$ cat src/rtl/mem_arbiter.sv
// Round-robin arbiter sharing one memory port between the CPU bus (m0) and the loader/IO master (m1).
// Define MEM_TIMEOUT_EN to abort BUSY transactions after TIMEOUT_CYCLES cycles with no mem_ready.
module mem_arbiter #(
    parameter int DATA_W         = 16,
    parameter int ADDR_W         = 16,
    parameter int TIMEOUT_CYCLES = 255
) (
    input  logic              clk,
    input  logic              rst_n,
    input  logic              m0_req,
    input  logic              m0_we,
    input  logic [ADDR_W-1:0] m0_addr,
    input  logic [DATA_W-1:0] m0_wdata,
    output logic              m0_ready,
    input  logic              m1_req,
    input  logic              m1_we,
    input  logic [ADDR_W-1:0] m1_addr,
    input  logic [DATA_W-1:0] m1_wdata,
    output logic              m1_ready,
    output logic [DATA_W-1:0] rdata,
    output logic              mem_req,
    output logic              mem_w,
    output logic [ADDR_W-1:0] mem_addr,
    output logic [DATA_W-1:0] mem_wdata,
    input  logic              mem_ready,
    input  logic [DATA_W-1:0] mem_rdata,
    output logic              owner,
    output logic              error
);

    typedef enum logic [1:0] {IDLE, BUSY, DONE} state_t;

    state_t            state_q, state_d;
    logic              owner_q, owner_d;
    logic              mem_req_q, mem_req_d;
    logic              mem_w_q, mem_w_d;
    logic [ADDR_W-1:0] mem_addr_q, mem_addr_d;
    logic [DATA_W-1:0] mem_wdata_q, mem_wdata_d;
    logic [DATA_W-1:0] rdata_q, rdata_d;
    logic              m0_ready_q, m0_ready_d;
    logic              m1_ready_q, m1_ready_d;
    logic              win;

`ifdef MEM_TIMEOUT_EN
    localparam int               CNT_W    = $clog2(TIMEOUT_CYCLES + 1);
    localparam logic [CNT_W-1:0] CNT_LAST = CNT_W'(TIMEOUT_CYCLES - 1);
    logic [CNT_W-1:0] cnt_q, cnt_d;
    logic             error_q, error_d;
`else
    logic unused_timeout;
    assign unused_timeout = (TIMEOUT_CYCLES == 0);
`endif

    always_comb begin
        state_d     = state_q;
        owner_d     = owner_q;
        mem_req_d   = mem_req_q;
        mem_w_d     = mem_w_q;
        mem_addr_d  = mem_addr_q;
        mem_wdata_d = mem_wdata_q;
        rdata_d     = rdata_q;
        m0_ready_d  = 1'b0;
        m1_ready_d  = 1'b0;
`ifdef MEM_TIMEOUT_EN
        cnt_d       = cnt_q;
        error_d     = error_q;
`endif
        // Under contention the requester that did not win last time goes first.
        win = (m0_req && m1_req) ? ~owner_q : m1_req;
        case (state_q)
            IDLE: begin
                if (m0_req || m1_req) begin
                    owner_d     = win;
                    mem_req_d   = 1'b1;
                    mem_w_d     = win ? m1_we    : m0_we;
                    mem_addr_d  = win ? m1_addr  : m0_addr;
                    mem_wdata_d = win ? m1_wdata : m0_wdata;
                    state_d     = BUSY;
`ifdef MEM_TIMEOUT_EN
                    cnt_d       = '0;
`endif
                end
            end
            BUSY: begin
                if (mem_ready) begin
                    mem_req_d  = 1'b0;
                    mem_w_d    = 1'b0;
                    if (!mem_w_q) rdata_d = mem_rdata;
                    m0_ready_d = ~owner_q;
                    m1_ready_d = owner_q;
                    state_d    = DONE;
                end
`ifdef MEM_TIMEOUT_EN
                else if (cnt_q == CNT_LAST) begin
                    mem_req_d  = 1'b0;
                    mem_w_d    = 1'b0;
                    rdata_d    = '0;
                    error_d    = 1'b1;
                    m0_ready_d = ~owner_q;
                    m1_ready_d = owner_q;
                    state_d    = DONE;
                end else begin
                    cnt_d = cnt_q + 1'b1;
                end
`endif
            end
            DONE:    state_d = IDLE;
            default: state_d = IDLE;
        endcase
    end

    always_ff @(posedge clk or negedge rst_n) begin
        if (!rst_n) begin
            state_q     <= IDLE;
            owner_q     <= 1'b1;
            mem_req_q   <= 1'b0;
            mem_w_q     <= 1'b0;
            mem_addr_q  <= '0;
            mem_wdata_q <= '0;
            rdata_q     <= '0;
            m0_ready_q  <= 1'b0;
            m1_ready_q  <= 1'b0;
`ifdef MEM_TIMEOUT_EN
            cnt_q       <= '0;
            error_q     <= 1'b0;
`endif
        end else begin
            state_q     <= state_d;
            owner_q     <= owner_d;
            mem_req_q   <= mem_req_d;
            mem_w_q     <= mem_w_d;
            mem_addr_q  <= mem_addr_d;
            mem_wdata_q <= mem_wdata_d;
            rdata_q     <= rdata_d;
            m0_ready_q  <= m0_ready_d;
            m1_ready_q  <= m1_ready_d;
`ifdef MEM_TIMEOUT_EN
            cnt_q       <= cnt_d;
            error_q     <= error_d;
`endif
        end
    end

    assign owner     = owner_q;
    assign mem_req   = mem_req_q;
    assign mem_w     = mem_w_q;
    assign mem_addr  = mem_addr_q;
    assign mem_wdata = mem_wdata_q;
    assign rdata     = rdata_q;
    assign m0_ready  = m0_ready_q;
    assign m1_ready  = m1_ready_q;
`ifdef MEM_TIMEOUT_EN
    assign error     = error_q;
`else
    assign error     = 1'b0;
`endif

endmodule
$ cat config.mk
export PLATFORM = sky130hd
export DESIGN_NAME = mem_arbiter
export DESIGN_NICKNAME = d
export VERILOG_FILES = /design/src/rtl/mem_arbiter.sv
export SDC_FILE = /design/constraint.sdc
export NUM_CORES = 1
export LEC_CHECK = 0
export CAP_MARGIN = 20
export CORE_MARGIN = 1.5
export CORE_UTILIZATION = 42
export DETAILED_ROUTE_END_ITERATION = 16
export GPL_TIMING_DRIVEN = 1
export HOLD_SLACK_MARGIN = 0.03
export PLACE_DENSITY = 0.88
export SETUP_SLACK_MARGIN = 0.15
export SLEW_MARGIN = 20
export SYNTH_ARGS = -nofsm -noshare
export SYNTH_HDL_FRONTEND = slang
export SYNTH_SLANG_ARGS = --single-unit
$ cat constraint.sdc
create_clock -name clk -period 2.6 [get_ports clk]
set_input_delay 0.52 -clock clk [delete_from_list [all_inputs] [get_ports clk]]
set_output_delay 0.52 -clock clk [all_outputs]
set_load 0.01 [all_outputs]
# --- Word level (Yosys, flattened, before mapping) ---
# Cells that the tools add are included.
totals:
  reg_bits: 55
  input_bits: 87
  elab_cells: 38
  latchBits: 0
  mem_bits_rw: 0
  out_inout_bits: 54
  rom_bits: 0
  n_memories: 0
classes:
  n_mux: 16
  n_addsub: 0
  n_div: 0
  eq_ne: 3
  n_lt_le_gt_ge: 0
  n_mul: 0
  bitwise: 2
  shift: 0
  reduce_logical: 8
ops:
  columns: ["op", "count"]
  rows:
  - ["two-way mux 16 bit", 2]
  - ["two-way mux 1 bit", 9]
  - ["AND reduction 3 bit", 2]
  - ["two-way mux 2 bit", 2]
  - ["!= test 2 bit (second input constant)", 2]
  - ["case mux 1 bit (2 select lines)", 2]
  - ["case mux 2 bit (2 select lines)", 1]
  - ["AND reduction 2 bit", 2]
  - ["== test 2 x 1 -> 1 bit (second input constant)", 1]
  - ["zero test 2 bit", 1]
  - ["inverter 1 bit", 2]
  - ["nonzero test 2 bit", 1]
  - ["logical AND 1 bit", 1]
  - ["logical OR 1 bit", 1]

# --- Longest topological paths before layout ---
depth:
  depth_word: 5
  mapped_depth: 5
  mapped_depth_nobuf: 3

# --- Worst setup path before layout ---
# Ideal clock, no wire load.
synth_path:
  path_kind: "input to register"
  startpoint: "input port m1_req"
  endpoint: "register mem_addr_q[0], in the netlist mem_addr[0]"
  cell_stages: 3
  setup_ns: 0.125
  path_slack_ns: 0.962
  required_time_ns: 2.475
  path_buffers: 1
  arrival_time_ns: 1.514
  path_cell_list: "o21ai_1 buf_2 mux2_2"
synth_via:
  elab_chain_len: 3
  word_cells_on_any_way: 5
  cone_classes: "2 x mux; 3 x reduce/logical"
synth_rtl:
  columns: ["item", "line_no", "rtl"]
  rows:
  - ["start: declaration", "15", "input logic m1_req,"]
  - ["logical AND 1 bit", "69", "win = (m0_req && m1_req) ? ~owner_q : m1_req;"]
  - ["two-way mux 1 bit", "69", null]
  - ["two-way mux 16 bit", "76", "mem_addr_d = win ? m1_addr : m0_addr;"]
  - ["end signal: assignment", "132", "mem_addr_q <= mem_addr_d;"]
  - ["end: declaration", "37", "logic [ADDR_W-1:0] mem_addr_q, mem_addr_d;"]
# Several ways; a longest one is shown, not always the timed one.
# A chain may end at the register's enable or synchronous reset.

# --- Final worst setup path ---
layout_path:
  startpoint: "register owner_q, in the netlist owner"
  endpoint: "output port owner"
layout_rtl:
  columns: ["item", "line_no", "rtl"]
  rows:
  - ["start: declaration", "34", "logic owner_q, owner_d;"]
  - ["start signal: assignment", "129", "owner_q <= owner_d;"]
  - ["end: declaration", "27", "output logic owner,"]
# No word-level cell between the ends.

==> reports/qor.csv <==
stage,metric,value,unit
clock_tree,cts_num_sinks,55,
route,routed_wl,5805,um
clock_tree,clock_latency,0.30,ns
floorplanning,num_io_pins,141,
floorplanning,dieArea,6588,um^2
critical_path,crit_family,flip-flops,
timing,max_freq,502.4,MHz
placed_design,post-dp-hpwl,4508,um
timing,hold_viol,0,
placed_design,finalWeightedCongestion,0.7369,
timing,period_needed,1.990,ns
critical_path,worstPathArrival,1.47,ns
final_layout,fin_cells,382,
yosys,synth.distinct_cells,21,
timing,fin_skew,0.008161,ns
route,wl_per_cell,15.20,um
critical_path,critPathCaptureType,output pin,
route,drtIter0Drc,58,
yosys,netlist_area,2566,um^2
floorplanning,start_util,43.34,%
final_layout,final_layout_size_suffix_gt1_share,32.57,%
route,vias,1832,
job,max_cap_viol_count,0,
route,viasPerCell,4.796,
final_layout,nNetsFinal,393,
clock_tree,post_cts_resized,0,
floorplanning,die_h,81.17,um
final_layout,insertedDiodeCount,0,
grt,grt_overflow,0,
critical_path,cp_max_fo,6,
floorplanning,row_count,28,
critical_path,slowest_delay,0.60,ns
clock_tree,cts_hold_buf,0,
yosys,ys.flop_type,dfrtp_1,
yosys,ys_ff_latch,55,
route,first_pass_iters,4,
critical_path,slowest_stage,dfstp_2,
critical_path,crit_type,reg -> out,
clock_tree,cts_buffers,5,
yosys,synth_cells,162,
yosys,syn_nets,249,
outcome,status,"finished, final reports clean",
clock_tree,cts_root_buf,clkbuf_8,
grt,grt_pass1_vias,1858,
clock_tree,htree_levels,2,
critical_path,r2r_setup_slack,0.86,ns
timing,final.period_utilization,76.55,%
route,drcViolationCount,0,
critical_path,cp_num_buf_inv,1,
grt,grt_use_total,17.63,%
critical_path,reg2reg_depth,4,
clock_tree,cts_max_path_buffers,2,
pwr,finalPower,4.129,mW
floorplanning,core_area,5921,um^2
pwr,ir_drop,595.3,uV
hold_path,hp-class,in -> async,
yosys,synth_edf_count,0,
grt,grt_first_pass_wirelength,8714,um
grt,grt_max_degree,29,
critical_path,startpoint_type,register,
final_layout,final.fill_count,416,
yosys,async_reset_ff_share,100.0,%
placed_design,portBuffers,139,
final_layout,syn2layout_area_growth,61.34,%
critical_path,crit_chain,clkdlybuf4s50_1,
timing,hold_ws,0.05268,ns
clock_tree,clk_pin_slew,0.10,ns
floorplanning,die_w,81.17,um
timing,final.setup.tns,0,ns
placed_design,placed_cells,374,
yosys,synth_warnings,0,
timing,slew_viol_final,0,
route,ant_nets,0,
timing,rsz0062_at_grt,false,
yosys,ys_seq_area_share,53.68,%
yosys,avgSynthCellArea,15.84,um^2
clock_tree,cts_tree,done,
critical_path,crit_required,2.08,ns
pwr,power.static_leakage,1.785,nW
timing,finalSetupViolations,0,
grt,antenna_found_initial,0,
critical_path,reg2reg_from,owner,
pwr,p_per_area,997.2,nW/um^2
critical_path,r2r_end,mem_wdata[6],
clock_tree,cts_setup_buffers,0,
==> area by class of cell <==
class | count | area, um^2 | share of cell area [%]
clock inverter | 3 | 23.77 | 0.5742
multi-input combinational | 97 | 1121 | 27.08
clock buffer | 5 | 68.82 | 1.662
timing repair buffer | 146 | 1451 | 35.06
tap | 75 | 93.84 | 2.267
inverter | 1 | 3.754 | 0.09066
sequential | 55 | 1378 | 33.27
==> layer usage <==
layer  wire length (um)  global-route usage (%)
met1               2246                   20.36
met2               2913                   30.67
met3                610                   7.528
met4                 35                   3.276
met5                  0                       0
==> worst reg2reg max path: stages, from the launching register on <==
cell and delay, ns:
dfstp_2 0.60, a21bo_2 0.18, buf_12 0.22, mux2_2 0.39, mux2_2 0.25
==> cell families after synthesis <==
logic type	Yosys count	share of synthesized area, %
and+or+nand+nor	9	1.756
buffers and inverters	10	3.071
other	1	0.1461
AOI/OAI and AO/OA	5	1.219
DFF	55	53.68
muxes	82	40.13
==> cells in the final DEF (no fill, tap or decap) <==
master and instances:
buf_12 1, dfrtp_1 54, o21ai_0 1, a21bo_2 1, a31oi_1 1, mux2_2 51, conb_1 1, dfstp_2 1
o21ai_4 1, buf_2 1, inv_6 1, and2_1 1, mux2i_1 2, nor2_1 2, mux2_4 29, inv_1 1
buf_4 6, nand2_1 3, clkinvlp_4 2, nand2b_1 1, clkdlybuf4s50_1 138, clkbuf_8 5, a21oi_1 1, nand3b_1 1
nor2_2 1
==> worst max-delay path by stage <==
stage / from / to / slack, ns / cells past startpoint
2_1_floorplan: m1_req / mem_addr[0] / 0.96 / 3
3_3_place_gp: m0_req / mem_wdata[6] / 0.39 / 5
3_5_place_dp: m0_req / mem_wdata[6] / 0.36 / 5
4_1_cts: owner / owner / 0.59 / 1
5_1_grt: owner / owner / 0.56 / 1
6_report: owner / owner / 0.61 / 1
==> cell usage after synthesis (2+ instances only) <==
cell,count,share of area [%]
buf_2,3,0.58
mux2_4,29,17
dfrtp_1,54,53
nor2_1,2,0.29
buf_4,2,0.58
nand2_1,3,0.44
buf_6,4,1.8
mux2_2,51,22
mux2i_1,2,0.78
==> through the flow <==
step           util, %  worst slack (ns)  cell area (um^2)
2_1_floorplan        -            0.9616              2566
3_3_place_gp     68.36            0.3879              4048
3_5_place_dp     68.36            0.3595              4048
4_1_cts          69.93            0.5950              4140
5_1_grt          69.93            0.5630              4140
6_report         69.93            0.6097              4140
==> flip-flops by register name (all words and copies together) (netlist names) <==
register / count
m0_ready: 1
m1_ready: 1
mem_addr: 16
mem_req: 1
mem_w: 1
mem_wdata: 16
owner: 1
rdata: 16
state_q: 2
==> where the power goes <==
group	internal, mW	switching, mW	leakage [nW]
registers	1.29	0.221	0.649
logic	1.39	0.756	1.10
clock network	0.193	0.284	0.0408
total	2.87	1.26	1.78
Note: power is estimated with default switching activity, not from simulation.
